### src/rtl/imem_loader.sv
// imem_loader: boot-time program loader.
//
// Receives a byte stream over a valid/ready handshake. The stream starts with
// a 2-byte little-endian word count N, followed by N 32-bit little-endian
// instruction words. Each completed word is written to instruction memory with
// a one-cycle write pulse. The core is held in reset until the last word has
// committed.
//
// Ports:
//   clk        single clock, rising edge
//   rst        asynchronous, active-low reset
//   in_data    stream byte
//   in_valid   in_data is valid
//   in_ready   loader accepts the byte (transfer = in_valid & in_ready)
//   reload     restart request, honoured only once loading is done or failed
//   mem_we     instruction-memory write enable, one pulse per word
//   mem_waddr  word index (not a byte address)
//   mem_wdata  instruction word
//   core_hold  high keeps the core in reset
//   done       load complete (level)
//   err        header count larger than the memory depth (level)
module imem_loader #(
  parameter int ADDR_W = 9
) (
  input  logic              clk,
  input  logic              rst,
  input  logic [7:0]        in_data,
  input  logic              in_valid,
  output logic              in_ready,
  input  logic              reload,
  output logic              mem_we,
  output logic [ADDR_W-1:0] mem_waddr,
  output logic [31:0]       mem_wdata,
  output logic              core_hold,
  output logic              done,
  output logic              err
);

  typedef enum logic [2:0] {
    HDR0, HDR1, DATA, FLUSH, DONE, ERROR
  } state_t;

  localparam logic [16:0] DEPTH = 17'd1 << ADDR_W;

  state_t          state;
  state_t          state_nx;
  logic [15:0]     count;
  logic [ADDR_W:0] word_cnt;
  logic [1:0]      byte_cnt;
  logic [23:0]     asm_word;
  logic [15:0]     hdr_n;
  logic            hdr_zero;
  logic            hdr_over;
  logic            last_word;
  logic            ready_st;
  logic            hold_st;
  logic            accept;
  logic            reload_ok;

  // Full header value as it becomes known on the second header byte.
  assign hdr_n     = {in_data, count[7:0]};
  assign hdr_zero  = (hdr_n == 16'd0);
  assign hdr_over  = ({1'b0, hdr_n} > DEPTH);
  // word_cnt still holds the index of the word being completed.
  assign last_word = (16'(word_cnt) == count - 16'd1);

  assign accept    = in_valid & ready_st;
  assign reload_ok = reload & ((state == DONE) | (state == ERROR));

  // in_ready is gated by reset so it reads 0 while reset is asserted.
  assign in_ready  = ready_st & rst;
  assign core_hold = hold_st;

  always_ff @(posedge clk or negedge rst) begin
    if (!rst) begin
      state <= HDR0;
    end else begin
      state <= state_nx;
    end
  end

  always_comb begin
    state_nx = state;
    ready_st = 1'b0;
    hold_st  = 1'b1;
    done     = 1'b0;
    err      = 1'b0;
    unique case (state)
      HDR0: begin
        ready_st = 1'b1;
        if (in_valid) state_nx = HDR1;
      end
      HDR1: begin
        ready_st = 1'b1;
        if (in_valid) begin
          if (hdr_zero)      state_nx = DONE;
          else if (hdr_over) state_nx = ERROR;
          else               state_nx = DATA;
        end
      end
      DATA: begin
        ready_st = 1'b1;
        if (in_valid && (byte_cnt == 2'd3) && last_word) state_nx = FLUSH;
      end
      FLUSH: begin
        state_nx = DONE;
      end
      DONE: begin
        hold_st = 1'b0;
        done    = 1'b1;
        if (reload) state_nx = HDR0;
      end
      ERROR: begin
        // Bytes keep being accepted and dropped so the host never stalls.
        ready_st = 1'b1;
        err      = 1'b1;
        if (reload) state_nx = HDR0;
      end
      default: state_nx = HDR0;
    endcase
  end

  always_ff @(posedge clk or negedge rst) begin
    if (!rst) begin
      count     <= '0;
      word_cnt  <= '0;
      byte_cnt  <= '0;
      asm_word  <= '0;
      mem_we    <= 1'b0;
      mem_waddr <= '0;
      mem_wdata <= '0;
    end else begin
      mem_we <= 1'b0;
      if (accept) begin
        unique case (state)
          HDR0: count[7:0]  <= in_data;
          HDR1: count[15:8] <= in_data;
          DATA: begin
            byte_cnt <= byte_cnt + 2'd1;
            unique case (byte_cnt)
              2'd0: asm_word[7:0]   <= in_data;
              2'd1: asm_word[15:8]  <= in_data;
              2'd2: asm_word[23:16] <= in_data;
              default: begin
                // Fourth byte completes the word; the write shows up next cycle.
                mem_we    <= 1'b1;
                mem_waddr <= word_cnt[ADDR_W-1:0];
                mem_wdata <= {in_data, asm_word};
                word_cnt  <= word_cnt + {{ADDR_W{1'b0}}, 1'b1};
              end
            endcase
          end
          default: ;
        endcase
      end
      if (reload_ok) begin
        count    <= '0;
        word_cnt <= '0;
        byte_cnt <= '0;
      end
    end
  end

endmodule

### config.mk
export PLATFORM = sky130hd
export DESIGN_NAME = imem_loader
export DESIGN_NICKNAME = d
export VERILOG_FILES = /design/src/rtl/imem_loader.sv
export SDC_FILE = /design/constraint.sdc
export NUM_CORES = 1
export LEC_CHECK = 0
export ABC_AREA = 1
export CORE_MARGIN = 2
export CORE_UTILIZATION = 45
export CTS_BUF_LIST = sky130_fd_sc_hd__clkbuf_8
export CTS_CLUSTER_SIZE = 24
export DETAILED_ROUTE_END_ITERATION = 10
export PLACE_DENSITY = 0.67
export SYNTH_ARGS = -nofsm -noshare
export SYNTH_HDL_FRONTEND = slang
export SYNTH_SLANG_ARGS = --single-unit
export TNS_END_PERCENT = 5
### constraint.sdc
create_clock -name clk -period 3.25 [get_ports clk]
set_input_delay 0.65 -clock clk [delete_from_list [all_inputs] [get_ports clk]]
set_output_delay 0.65 -clock clk [all_outputs]
set_load 0.005 [all_outputs]
==> results of run 1 <==
==> per-layer routing <==
layer / vias up / share of wire (%) / global-route usage [%]
met3: 16 / 4.0 / 2.43
met2: 90 / 45 / 32.5
met1: 1836 / 50 / 32.9
met4: 0 / 1.3 / 6.29
met5: - / 0 / 0
li1: 1936 / - / -
==> power breakdown <==
group / total (mW) / switching [mW] / internal (mW)
Sequential: 1.46 / 0.138 / 1.32
Combinational: 1.02 / 0.670 / 0.346
Clock: 0.775 / 0.458 / 0.317
==> state kept, by name, summed over array words and instances, names as in the netlist <==
| signal | flops |
|---|---|
| asm_word | 24 |
| count | 16 |
| byte_cnt | 2 |
| mem_wdata | 32 |
| mem_we | 1 |
| state | 3 |
| mem_waddr | 9 |
| word_cnt | 10 |
==> area by class of cell <==
type	count	area, um^2
sequential	97	2430
inverter	64	240
clock inverter	6	56.3
clock buffer	10	138
tap	133	166
timing repair buffer	63	613
fill	924	4370
multi-input combinational	405	1860
==> cells by family (layout without fill, tap and decap cells) <==
family          Yosys count  count (layout)  synth area share, %
xor+xnor                  5               5                0.953
fa+ha+maj                 8               8                 2.18
buf+inv                  80             143                 6.75
compound gates           80              80                 9.15
simple gates            312             312                 28.2
flops                    97              97                 52.8
==> worst register-to-register path, delay by kind of cell, from the launching register on <==
family | cells | cell delay (ps)
flip-flops | 1 | 460
AND/OR/NAND/NOR | 12 | 1570
==> Yosys cell counts <==
library cell / count / area [um^2]
a211oi_1: 1 / 7.51
nand3_2: 1 / 10.0
buf_6: 1 / 11.3
dfrtp_1: 97 / 2430
clkbuf_1: 12 / 45.0
nor2_4: 3 / 33.8
nand2_4: 2 / 22.5
inv_1: 62 / 233
xnor2_1: 1 / 8.76
nor4_1: 1 / 6.26
nand4_1: 3 / 18.8
buf_2: 2 / 10.0
nor2_1: 45 / 169
o21ai_0: 63 / 315
xor2_1: 4 / 35.0
nand2_1: 218 / 818
nand3_1: 32 / 160
nor2_8: 1 / 20.0
o31ai_1: 4 / 30.0
nor3_2: 1 / 10.0
ha_1: 8 / 100
o21bai_1: 1 / 7.51
o21a_1: 2 / 15.0
buf_1: 1 / 3.75
a21oi_1: 9 / 45.0
inv_2: 2 / 7.51
nor3_1: 5 / 25.0
==> worst min path at each step <==
stage | start | endpoint | slack, ps | cells after the start
after global placement | asm_word[2]$_DFFE_PN0P_ | mem_wdata[2]$_DFFE_PN0P_ | 460 | 2
after floorplan | rst | asm_word[0]$_DFFE_PN0P_ | 350 | 0
after CTS | rst | mem_wdata[13]$_DFFE_PN0P_ | 320 | 2
after global routing | rst | mem_wdata[13]$_DFFE_PN0P_ | 340 | 2
after detailed placement | asm_word[8]$_DFFE_PN0P_ | mem_wdata[8]$_DFFE_PN0P_ | 460 | 2
final | rst | mem_wdata[13]$_DFFE_PN0P_ | 330 | 2
==> stage by stage <==
stage,std cells,hold slack (ps),utilization [%]
after global routing,778,341,55.7
final,778,326,55.7
after detailed placement,762,461,53.8
after floorplan,582,354,-
after CTS,778,318,55.7
after global placement,762,458,53.8
==> impl_table.tex, run 1 <==
\begin{tabular}{lr}
\hline
Metric & Value \\
\hline
\multicolumn{2}{l}{\textbf{Routing}} \\
\quad Residual antenna-violating net count after detailed routing & 0 \\
\quad Average via count per standard cell & 4.98 \\
\quad Vias after detailed routing & approximately 3900 \\
\quad Final wirelength & 11.2 mm \\
\quad Post-DR wirelength/cell & 14.4 um \\
\quad Number of detailed-route iterations in the first pass & 4 \\
\quad Total DRC errors in the routed layout & 0 \\
\quad Iteration-0 DRC Markers & 339 \\
\multicolumn{2}{l}{\textbf{Timing}} \\
\quad Final count of hold timing violations & 0 \\
\quad Maximum clock skew at final layout & 10.1 ps \\
\quad Max-slew headroom at the worst pin & approximately two fifths \\
\quad Final sum of negative setup slack & 0 ps \\
\quad Maximum clock frequency & 415 MHz \\
\quad Post-route clock period utilization & 74.2\% \\
\quad Actual slew at the worst max-slew pin & around 900 ps \\
\quad Unrepaired setup endpoints after global routing & no \\
\quad Clock period minus worst slack & about 2400 ps \\
\quad Final worst-path setup slack & 838 ps \\
\quad Final number of setup-violating endpoints & 0 \\
\quad Final Max Slew Viols & 0 \\
\multicolumn{2}{l}{\textbf{Die}} \\
\quad Core footprint & 9860 um\^{}2 \\
\quad Area of the die & approximately 11000 um\^{}2 \\
\quad Vert. Die Dim & 105 um \\
\quad Width of the die & 105 um \\
\quad Boundary Pins & 58 \\
\quad Initial standard-cell utilization of the core & 46.6\% \\
\quad \# rows & 36 \\
\multicolumn{2}{l}{\textbf{Power}} \\
\quad Overall power consumption & about 3.3 mW \\
\quad Lkg Pwr & 2.79 nW \\
\quad Power per cell area & between 500 and 600 nW/um\^{}2 \\
\quad Maximum VDD drop & 393 uV \\
\multicolumn{2}{l}{\textbf{Clock tree}} \\
\quad TritonCTS sink count & 97 \\
\quad Clock transition time at the flip-flop clock pins of the worst setup and hold paths & around 100 ps \\
\quad Latest clock arrival within the worst-skew pair & 360 ps \\
\quad Total CTS buffers & 9 \\
\quad Cell at the root of the clock tree & clkbuf\_8 \\
\quad TritonCTS clock tree & yes \\
\quad Largest buffer count on any clock path & 2 \\
\quad Post\_cts resized & 0 \\
\quad Hold buffer count at CTS & 0 \\
\quad Number of buffers inserted by post-CTS setup repair & 0 \\
\quad Maximum level of the CTS H-tree & 3 \\
\multicolumn{2}{l}{\textbf{Critical path}} \\
\quad Critical path required time & 2600 ps \\
\quad Worst r2r path cells & 12 \\
\quad Register-to-register path setup slack & 1110 ps \\
\quad CP arrival & 1760 ps \\
\quad Delay contributed by the slowest stage of the critical path & 510 ps \\
\quad Kind of cell adding the most delay to the critical path & buffers and inverters \\
\quad Number of buffers and inverters on the critical path & 3 \\
\quad Number of gates on the worst path with buffers counted & 5 \\
\quad Capture point of the worst path & err \\
\quad Slowest library cell on the worst path & clkdlybuf4s50\_1 \\
\quad Critical path start-end classification & register to primary output \\
\quad Crit path launch type & register \\
\quad Critical path origin & state[0]\$\_DFFE\_PN0P\_ \\
\quad Largest fanout on the critical path & 5 \\
\quad Crit path cell chain & inv\_1 -> nor2\_1 -> inv\_1 -> nor2\_1 -> clkdlybuf4s50\_1 \\
\quad Endpoint of the lowest-slack register-to-register path & state[0]\$\_DFFE\_PN0P\_ \\
\quad Launch instance of the worst register-to-register path & count[3]\$\_DFFE\_PN0P\_ \\
\quad CP endpoint kind & primary output \\
\multicolumn{2}{l}{\textbf{Yosys}} \\
\quad Combined area of all synthesized cells & 4600 um\^{}2 \\
\quad Count of different cell masters after synthesis & 27 \\
\quad Mapped Nets & 602 \\
\quad Cells after Synth & 582 \\
\quad Syn avg cell area & 7.90 um\^{}2 \\
\quad Sequential element share of the synthesized area & 52.8\% \\
\quad FF+latch count, synth & 97 \\
\quad Number of synthesis warnings & 0 \\
\multicolumn{2}{l}{\textbf{Job}} \\
\quad Max-cap violations & 0 \\
\multicolumn{2}{l}{\textbf{Final layout}} \\
\quad Area Growth Syn to Fin & 19.7\% \\
\quad Total non-filler cell area in the finished layout & 5500 um\^{}2 \\
\quad Leading cell type in the layout, fill and taps excluded & nand2\_1 \\
\quad Fraction of final layout cells sized beyond drive strength 1 & under 10\% \\
\quad Leading cell types in the layout, fill and taps excluded & nand2\_1 (218), dfrtp\_1 (97), o21ai\_0 (63) \\
\quad Final \#Nets & 660 \\
\quad Total inserted antenna cells & 0 \\
\multicolumn{2}{l}{\textbf{Placement}} \\
\quad Number of port buffers & 57 \\
\quad Dpl hpwl & a little over 8 mm \\
\quad Routability-driven placement congestion ratio & 0.963 \\
\quad Placement-stage worst setup slack & around 650 ps \\
\quad Instance area after placement & 5310 um\^{}2 \\
\multicolumn{2}{l}{\textbf{GRT}} \\
\quad Number of antenna violations at the first check in global routing & 0 \\
\quad Total routing usage reported by global routing & 21.6\% \\
\quad Largest net degree at the start of global routing & 73 \\
\quad Vias in the first global route & between 3000 and 4000 \\
\quad First-pass GRT wire length & around 19 mm \\
\quad Overflow after GRT & 0 \\
\multicolumn{2}{l}{\textbf{Min path}} \\
\quad Worst Hold Class & input port to async pin \\
\multicolumn{2}{l}{\textbf{Status}} \\
\quad Result of the run & complete, no violations \\
\hline
\end{tabular}
No activity file was read; power rests on OpenSTA's default activity.
==> run 2: changes to the inputs <==
--- a/config.mk
+++ b/config.mk
@@ -11,7 +11,7 @@
 export CTS_BUF_LIST = sky130_fd_sc_hd__clkbuf_8
 export CTS_CLUSTER_SIZE = 24
 export DETAILED_ROUTE_END_ITERATION = 10
-export PLACE_DENSITY = 0.67
+export PLACE_DENSITY = 0.7
 export SYNTH_ARGS = -nofsm -noshare
 export SYNTH_HDL_FRONTEND = slang
 export SYNTH_SLANG_ARGS = --single-unit
==> constraint.sdc (replaced) <==
create_clock -name clk -period 2.15 [get_ports clk]
set_input_delay 0.43 -clock clk [delete_from_list [all_inputs] [get_ports clk]]
set_output_delay 0.43 -clock clk [all_outputs]
set_load 0.005 [all_outputs]
==> impl_table.tex, run 2 (synthesized netlist as in run 1, its figures left out) <==
\begin{tabular}{lr}
\hline
Metric & Value \\
\hline
\multicolumn{2}{l}{\textbf{GRT}} \\
\quad First-pass GRT wire length & 18.4 mm (was 19.0 mm) \\
\quad Largest net degree at the start of global routing & 98 (was 73) \\
\quad Total routing usage reported by global routing & 21.3\% (was 21.6\%) \\
\quad Number of antenna violations at the first check in global routing & 0 (unchanged) \\
\quad Overflow after GRT & 0 (unchanged) \\
\quad Vias in the first global route & 3680 (was 3730) \\
\multicolumn{2}{l}{\textbf{Clock tree}} \\
\quad Largest buffer count on any clock path & 2 (unchanged) \\
\quad TritonCTS sink count & 97 (unchanged) \\
\quad Hold buffer count at CTS & 0 (unchanged) \\
\quad Clock transition time at the flip-flop clock pins of the worst setup and hold paths & 100 ps (about the same) \\
\quad TritonCTS clock tree & yes (unchanged) \\
\quad Maximum level of the CTS H-tree & 3 (unchanged) \\
\quad Total CTS buffers & 9 (unchanged) \\
\quad Latest clock arrival within the worst-skew pair & 360 ps (about the same) \\
\quad Cell at the root of the clock tree & clkbuf\_8 (unchanged) \\
\multicolumn{2}{l}{\textbf{Routing}} \\
\quad Post-DR wirelength/cell & 14.0 um (was 14.4 um) \\
\quad Total DRC errors in the routed layout & 0 (unchanged) \\
\quad Residual antenna-violating net count after detailed routing & 0 (unchanged) \\
\quad Number of detailed-route iterations in the first pass & 5 (was 4) \\
\quad Final wirelength & 11.1 mm (was 11.2 mm) \\
\quad Average via count per standard cell & 4.97 (was 4.98) \\
\quad Vias after detailed routing & 3940 (was 3878) \\
\quad Iteration-0 DRC Markers & 290 (was 339) \\
\multicolumn{2}{l}{\textbf{Die}} \\
\quad Width of the die & 105 um (unchanged) \\
\quad Initial standard-cell utilization of the core & 46.6\% (unchanged) \\
\quad \# rows & 36 (unchanged) \\
\quad Area of the die & 11000 um\^{}2 (unchanged) \\
\quad Vert. Die Dim & 105 um (unchanged) \\
\quad Boundary Pins & 58 (unchanged) \\
\quad Core footprint & 9860 um\^{}2 (unchanged) \\
\multicolumn{2}{l}{\textbf{Timing}} \\
\quad Max-slew headroom at the worst pin & 64.7\% (was 39.8\%) \\
\quad Final number of setup-violating endpoints & 0 (unchanged) \\
\quad Final worst-path setup slack & 73.0 ps (was 838 ps) \\
\quad Maximum clock frequency & 481 MHz \\
\quad Worst hold slack across all endpoints & 160 ps (was 326 ps) \\
\quad Maximum clock skew at final layout & 10.5 ps (was 10.1 ps) \\
\quad Post-route clock period utilization & 96.6\% \\
\quad Clock period minus worst slack & 2080 ps \\
\quad Final count of hold timing violations & 0 (unchanged) \\
\quad Unrepaired setup endpoints after global routing & yes (was no) \\
\quad Actual slew at the worst max-slew pin & 529 ps (was 903 ps) \\
\quad Final Max Slew Viols & 0 (unchanged) \\
\quad Final sum of negative setup slack & 0 ps (unchanged) \\
\multicolumn{2}{l}{\textbf{Job}} \\
\quad Max-cap violations & 0 (unchanged) \\
\multicolumn{2}{l}{\textbf{Critical path}} \\
\quad Endpoint of the lowest-slack register-to-register path & state[0]\$\_DFFE\_PN0P\_ (unchanged) \\
\quad CP endpoint kind & primary output (unchanged) \\
\quad Critical path required time & 1720 ps (was 2600 ps) \\
\quad Critical path origin & state[1]\$\_DFFE\_PN0P\_ (was state[0]\$\_DFFE\_PN0P\_) \\
\quad Crit path launch type & register (unchanged) \\
\quad CP arrival & 1650 ps (was 1760 ps) \\
\quad Largest fanout on the critical path & 4 (was 5) \\
\quad Register-to-register path setup slack & 190 ps (was 1110 ps) \\
\quad Capture point of the worst path & done (was err) \\
\quad Launch instance of the worst register-to-register path & count[0]\$\_DFFE\_PN0P\_ (was count[3]\$\_DFFE\_PN0P\_) \\
\quad Critical path start-end classification & register to primary output (unchanged) \\
\quad Worst r2r path cells & 13 (was 12) \\
\multicolumn{2}{l}{\textbf{Final layout}} \\
\quad Fraction of final layout cells sized beyond drive strength 1 & 8.50\% (was 5.12\%) \\
\quad Largest registers & mem\_wdata: 32 flops, asm\_word: 24 flops, count: 16 flops (unchanged) \\
\quad Leading cell types in the layout, fill and taps excluded & nand2\_1 (217), dfrtp\_1 (94), inv\_1 (63), o21ai\_0 (63), clkdlybuf4s50\_1 (55) (was nand2\_1 (218), dfrtp\_1 (97), o21ai\_0 (63)) \\
\quad Total inserted antenna cells & 0 (unchanged) \\
\quad Leading cell type in the layout, fill and taps excluded & nand2\_1 (unchanged) \\
\quad Flip-flop count of the largest register, all copies and words added & 32 (unchanged) \\
\quad Register bank with the most flops & mem\_wdata (unchanged) \\
\quad Final \#Nets & 674 (was 660) \\
\quad Number of fill cells & 920 (was 924) \\
\quad Area Growth Syn to Fin & 22.7\% (was 19.7\%) \\
\multicolumn{2}{l}{\textbf{Power}} \\
\quad Power per cell area & 879 nW/um\^{}2 (was 591 nW/um\^{}2) \\
\quad Lkg Pwr & 2.88 nW (was 2.79 nW) \\
\quad Maximum VDD drop & 526 uV (was 393 uV) \\
\multicolumn{2}{l}{\textbf{Placement}} \\
\quad Dpl hpwl & 7.96 mm (was 8.11 mm) \\
\quad Placement-stage worst setup slack & -167 ps (was 652 ps) \\
\quad Number of port buffers & 57 (unchanged) \\
\quad Routability-driven placement congestion ratio & 0.969 (was 0.963) \\
\multicolumn{2}{l}{\textbf{Status}} \\
\quad Result of the run & complete, no violations (unchanged) \\
\multicolumn{2}{l}{\textbf{Min path}} \\
\quad Worst Hold Class & input port to async pin (unchanged) \\
\hline
\end{tabular}
==> run 2: area by class of cell <==
cell class | instances | area (um^2) | share of cell area (%)
Inverter | 64 | 240 | 4.26
Clock inverter | 6 | 42.5 | 0.754
Clock buffer | 10 | 138 | 2.44
Tap cell | 133 | 166 | 2.95
Multi-Input combinational cell | 405 | 1880 | 33.3
Sequential cell | 97 | 2430 | 43.1
Timing Repair Buffer | 77 | 746 | 13.2
==> run 2: power breakdown <==
group	internal, mW	switching [mW]
combinational	0.615	1.01
clock	0.455	0.660
sequential	2.00	0.208
total	3.07	1.88
==> run 2: repair_timing <==
action,in CTS,in global routing
cloned,0,0
resized for setup,1,10
setup buffers,1,1
endpoints found under the setup margin,2,6
pin swaps,0,3
==> run 2: worst min-delay path by stage <==
stage / startpoint / end / slack, ps / cells after the start
floorplan: rst / asm_word[0]$_DFFE_PN0P_ / 130 / 0
global placement: asm_word[5]$_DFFE_PN0P_ / mem_wdata[5]$_DFFE_PN0P_ / 450 / 2
detailed placement: asm_word[7]$_DFFE_PN0P_ / mem_wdata[7]$_DFFE_PN0P_ / 450 / 2
CTS: rst / mem_we$_DFF_PN0_ / 180 / 2
global route: rst / mem_wdata[14]$_DFFE_PN0P_ / 190 / 2
finish: rst / mem_we$_DFF_PN0_ / 160 / 2
==> run 2: stage by stage <==
step           instance area [um^2]  cells  total power [mW]  utilization, %
6_report                       5640    792              4.96            57.2
3_5_place_dp                   5420    774              3.80            54.9
4_1_cts                        5610    791              4.92            56.9
3_3_place_gp                   5420    774              3.77            54.9
5_1_grt                        5640    792              5.32            57.2
2_1_floorplan                  4600    582              3.28               -
==> run 2: layer usage <==
| layer | GRT usage (%) | share of wire, % | up-vias |
|---|---|---|---|
| li1 | - | - | 1961 |
| met1 | 32.0 | 51 | 1876 |
| met2 | 31.8 | 45 | 92 |
| met3 | 2.50 | 3.0 | 11 |
| met4 | 7.43 | 1.5 | 0 |
| met5 | 0 | 0 | - |
==> run 2: worst max-delay path, cell delays in order (launching register included) <==
cell,delay [ps]
dfrtp_2,460
inv_1,130
nand2_1,90
nor2_2,100
clkdlybuf4s50_1,500
